File: src/rtl/row_weight_loader.sv
// Run-time weight bank writer: packs M sign-magnitude words per row into S rows, with a combinational row-read port.
// Optional build macro WLOAD_NEGZERO_FIX_EN stores accepted negative-zero words as all-zeros.
module row_weight_loader #(
    parameter int M  = 8,
    parameter int S  = 8,
    parameter int n  = 16,
    parameter int AW = 4
) (
    input  logic            clk,
    input  logic            rst,
    input  logic            start,
    input  logic            in_valid,
    input  logic [n-1:0]    in_data,
    output logic            in_ready,
    output logic            busy,
    output logic            done,
    output logic            loaded,
    output logic [AW-1:0]   row_idx,
    input  logic [AW-1:0]   rd_addr,
    output logic [M*n-1:0]  rd_W
);

    localparam int CW = (M > 1) ? $clog2(M) : 1;
    localparam int RW = M * n;
    localparam int SW = (M - 1) * n;

    typedef enum logic [1:0] {IDLE, LOAD, DONE} state_t;

    state_t          state_q, state_d;
    logic [CW-1:0]   word_cnt_q, word_cnt_d;
    logic [AW-1:0]   row_idx_q, row_idx_d;
    logic [SW-1:0]   shift_q, shift_d;
    logic            in_ready_q, in_ready_d;
    logic            busy_q, busy_d;
    logic            done_q, done_d;
    logic            loaded_q, loaded_d;
    logic [RW-1:0]   bank_q [S];
    logic [RW-1:0]   bank_d [S];

    logic [n-1:0]    word_in;
    logic [RW-1:0]   row_word;

    always_comb begin
        word_in = in_data;
`ifdef WLOAD_NEGZERO_FIX_EN
        if (in_data == {1'b1, {(n-1){1'b0}}}) begin
            word_in = '0;
        end
`endif
        // Earlier words sit in the upper slots; the incoming word completes the bottom slot.
        row_word = {shift_q, word_in};
    end

    always_comb begin
        state_d    = state_q;
        word_cnt_d = word_cnt_q;
        row_idx_d  = row_idx_q;
        shift_d    = shift_q;
        loaded_d   = loaded_q;
        bank_d     = bank_q;

        case (state_q)
            IDLE: begin
                if (start) begin
                    state_d    = LOAD;
                    word_cnt_d = '0;
                    row_idx_d  = '0;
                    loaded_d   = 1'b0;
                end
            end
            LOAD: begin
                if (in_valid && in_ready_q) begin
                    shift_d = row_word[SW-1:0];
                    if (word_cnt_q == CW'(M - 1)) begin
                        word_cnt_d = '0;
                        for (int unsigned i = 0; i < S; i++) begin
                            if (row_idx_q == AW'(i)) begin
                                bank_d[i] = row_word;
                            end
                        end
                        if (row_idx_q == AW'(S - 1)) begin
                            row_idx_d = '0;
                            state_d   = DONE;
                        end else begin
                            row_idx_d = row_idx_q + AW'(1);
                        end
                    end else begin
                        word_cnt_d = word_cnt_q + CW'(1);
                    end
                end
            end
            DONE: begin
                loaded_d = 1'b1;
                state_d  = IDLE;
            end
            default: state_d = IDLE;
        endcase

        in_ready_d = (state_d == LOAD);
        busy_d     = (state_d == LOAD);
        done_d     = (state_d == DONE);
    end

    always_ff @(posedge clk) begin
        if (rst) begin
            state_q    <= IDLE;
            word_cnt_q <= '0;
            row_idx_q  <= '0;
            shift_q    <= '0;
            in_ready_q <= 1'b0;
            busy_q     <= 1'b0;
            done_q     <= 1'b0;
            loaded_q   <= 1'b0;
            bank_q     <= '{default: '0};
        end else begin
            state_q    <= state_d;
            word_cnt_q <= word_cnt_d;
            row_idx_q  <= row_idx_d;
            shift_q    <= shift_d;
            in_ready_q <= in_ready_d;
            busy_q     <= busy_d;
            done_q     <= done_d;
            loaded_q   <= loaded_d;
            bank_q     <= bank_d;
        end
    end

    // Addresses at or beyond S fall through to the null row.
    always_comb begin
        rd_W = '0;
        for (int unsigned i = 0; i < S; i++) begin
            if (rd_addr == AW'(i)) begin
                rd_W = bank_q[i];
            end
        end
    end

    assign in_ready = in_ready_q;
    assign busy     = busy_q;
    assign done     = done_q;
    assign loaded   = loaded_q;
    assign row_idx  = row_idx_q;

endmodule
File: config.mk
export PLATFORM = sky130hd
export DESIGN_NAME = row_weight_loader
export DESIGN_NICKNAME = d
export VERILOG_FILES = /design/src/rtl/row_weight_loader.sv
export SDC_FILE = /design/constraint.sdc
export NUM_CORES = 2
export LEC_CHECK = 0
export BUFFER_PORTS_ARGS = -buffer_cell sky130_fd_sc_hd__buf_2
export CORE_ASPECT_RATIO = 0.7
export CORE_UTILIZATION = 40
export CTS_CLUSTER_DIAMETER = 80
export DETAILED_ROUTE_END_ITERATION = 6
export HOLD_SLACK_MARGIN = 0.05
export SYNTH_ARGS = -nofsm -noshare
export SYNTH_HDL_FRONTEND = slang
export SYNTH_SLANG_ARGS = --single-unit
File: constraint.sdc
create_clock -name clk -period 4.9 [get_ports clk]
set_clock_uncertainty 0.15 [all_clocks]
set_input_delay 0.49 -clock clk [delete_from_list [all_inputs] [get_ports clk]]
set_output_delay 0.49 -clock clk [all_outputs]
set_load 0.01 [all_outputs]
==> flow_summary.yaml <==
outcome:
  outcome: "finished, violations left"
  violations: "DRC"
logic_synthesis:
  async_reset_ff_share_pct: 0
  syn_avg_cell_area_um2: 7.71
  synth_warnings: 0
  synth_seq_cells: 1148
  syn_inst: 6391
  synth_area_um2: 49300
  synth_flop_cell: "dfxtp_1"
  synth_edf_count: 0
  synth_cell_types: 51
  synth_fp_nets: 6421
  seq_area_frac_synth_pct: 46.6
clock_network:
  cts-hold-fix-buffers: 17
  cts_buffer_depth: 3
  clock_latency_ns: 0.74
  cts_setup_buffers: 0
  cts.clk_slew.worst_paths_ns: 0.07
  htree_levels: 3
  cts_tree: "built"
  numCtsBuffers: 112
  post_cts_resized: 0
  numClockSinks: 1148
  clock-root-buffer: "clkbuf_16"
global_routing:
  grt_pass1_wl_um: 255000
  grt_start_max_net_pins: 143
  track_usage_pct: 26.2
  gr-total-overflow: 0
  grt_pass1_vias: 40400
  grt_antenna_before_repair: 1
finish:
  fin_nets: 6113
  layout-drive-gt1-share_pct: 9.19
  layout_common_cells: "2290 x nand2_1, 1299 x a21oi_1, 1148 x dfxtp_1"
  layout_commonest_cell: "nand2_1"
  syn_to_final_growth_pct: 10.3
setup_path:
  cp.arrival_ns: 3.04
  worstPathMaxFanout: 66
  rrSetupSlack_ns: 1.42
  crit_path_start_kind: "input pin"
  critPathKind: "in2out"
  cp.required_ns: 4.26
  worstSetupEndpointType: "primary output"
flow_run:
  drv_cap: 0
timing:
  slew_viol_final: 0
  rsz0062_at_grt: "no"
  finalHoldViolCount: 0
  setup_tns_ns: 0
  period_needed_ns: 3.68
  fin_ws_ns: 1.22
  max_freq_ghz: 0.272
  max_slew_margin_pct: 19.1
  setup_violations: 0
  worst_pin_slew_ns: 1.21
  fin_crit_sh_pct: 75.2
drt:
  drt_first_pass_iters: 7
  drt-total-wl_um: 169000
  drt_iter0_markers: 5142
  drc: 1
  antenna_left: 0
  avgRoutedWirePerCell_um: 21.7
  viasPerCell: 5.61
  vias: 43800
place:
  dp_hpwl_um: 91500
  dpl_worst_slack_ns: 1.33
  place.gp.congestion: 0.796
  io_buffer_count: 159
floorplan:
  ios: 160
  die_w_um: 421
  num_rows: 107
  core-area_um2: 122000
  initial_core_util_pct: 40.4
  die_y_um: 296
  die_area_um2: 125000
power_and_ir_drop:
  power.density_nw_per_um2: 358
  peakVddDrop_uv: 273
  p_leak_uw: 0.0182
  power.total_uw: 19400
min_path:
  hp-class: "in2reg"
metrics by stage:
stage	hold WS (ns)	utilization, %	cell area, um^2	instances
2_1_floorplan	0.281	-	49300	6391
6_report	0.147	44.6	54400	7810
3_5_place_dp	0.291	41.3	50300	7587
3_3_place_gp	0.286	41.3	50300	7587
5_1_grt	0.172	44.6	54400	7809
4_1_cts	0.130	44.6	54400	7808
Yosys cell counts (all sizes together) (2+ instances only):
cell	instances	area (um^2)
a211o	6	52.6
a21boi	4	30.0
a21oi	1299	6500
a221oi	13	114
a222oi	7	70.1
a22o	8	70.1
a22oi	108	811
a2bb2oi	39	342
a31oi	6	37.5
and3	67	419
buf	265	1400
clkbuf	413	1550
dfxtp	1148	23000
ha	6	75.1
inv	7	26.3
mux2	43	484
mux2i	159	1590
mux4	71	1600
nand2	2290	8600
nand2b	85	532
nand3	20	100
nand4	5	31.3
nand4b	9	93.8
nor2	72	270
nor2b	10	62.6
nor3	12	75.1
nor4	4	31.3
o21a	8	60.1
o21ai	93	465
o221a	6	67.6
o22ai	79	494
o2bb2ai	2	17.5
o32ai	6	52.6
or3	4	25.0
or4b	8	80.1
worst paths after layout:
kind,startpoint,end,cells after the start
max,rd_addr[1],rd_W[17],7
min reg2reg,bank_q[317],bank_q[317],2
max reg2reg,busy,bank_q[342],5
min,rst,bank_q[83],2
power breakdown:
part / switching [uW] / internal [uW] / leakage [uW]
Clock: 3900 / 5250 / 0.00191
Combinational: 668 / 260 / 0.00701
Sequential: 21.2 / 9340 / 0.00924
Total: 4590 / 14800 / 0.0182
registers in the layout, indices dropped and copies added (netlist names):
register    cells
state_q         2
done            1
row_idx         4
word_cnt_q      3
bank_q       1024
shift_q       112
busy            1
loaded          1
critical path, cell delays in order:
cell,delay [ns]
buf_8,0.41
nor2b_2,0.84
buf_4,0.35
a22o_1,0.15
a222oi_1,0.07
o22ai_1,0.43
buf_2,0.22
per-layer routing:
metal	track usage, %	up-vias	share of wire (%)
li1	-	20700	-
met1	37.0	21000	44
met2	40.4	1826	44
met3	4.31	248	8.4
met4	8.82	0	3.2
met5	0	-	0
logic make-up (layout without fill, tap and decap cells):
| logic type | after synthesis | in the layout | share of synthesized area (%) |
|---|---|---|---|
| compound gates | 1686 | 1686 | 18.7 |
| xor+xnor | 1 | 1 | 0.0178 |
| fa+ha+maj | 6 | 6 | 0.152 |
| buf+inv | 686 | 468 | 6.04 |
| flops | 1148 | 1148 | 46.6 |
| mux | 273 | 273 | 7.46 |
| other cells | 0 | 2 | 0 |
| simple gates | 2591 | 2591 | 21.0 |
final cells by class:
| type | instances | area (um^2) |
|---|---|---|
| fillers | 12000 | 67600 |
| multi-input cells | 4557 | 23400 |
| flip-flops and latches | 1148 | 23000 |
| clock buffers | 169 | 3360 |
| repair buffers | 256 | 2050 |
| well taps | 1635 | 2050 |
| clock inverters | 35 | 480 |
| inverters | 8 | 31.3 |
| diodes | 2 | 5.00 |
Note: power is estimated with default switching activity, not from simulation.
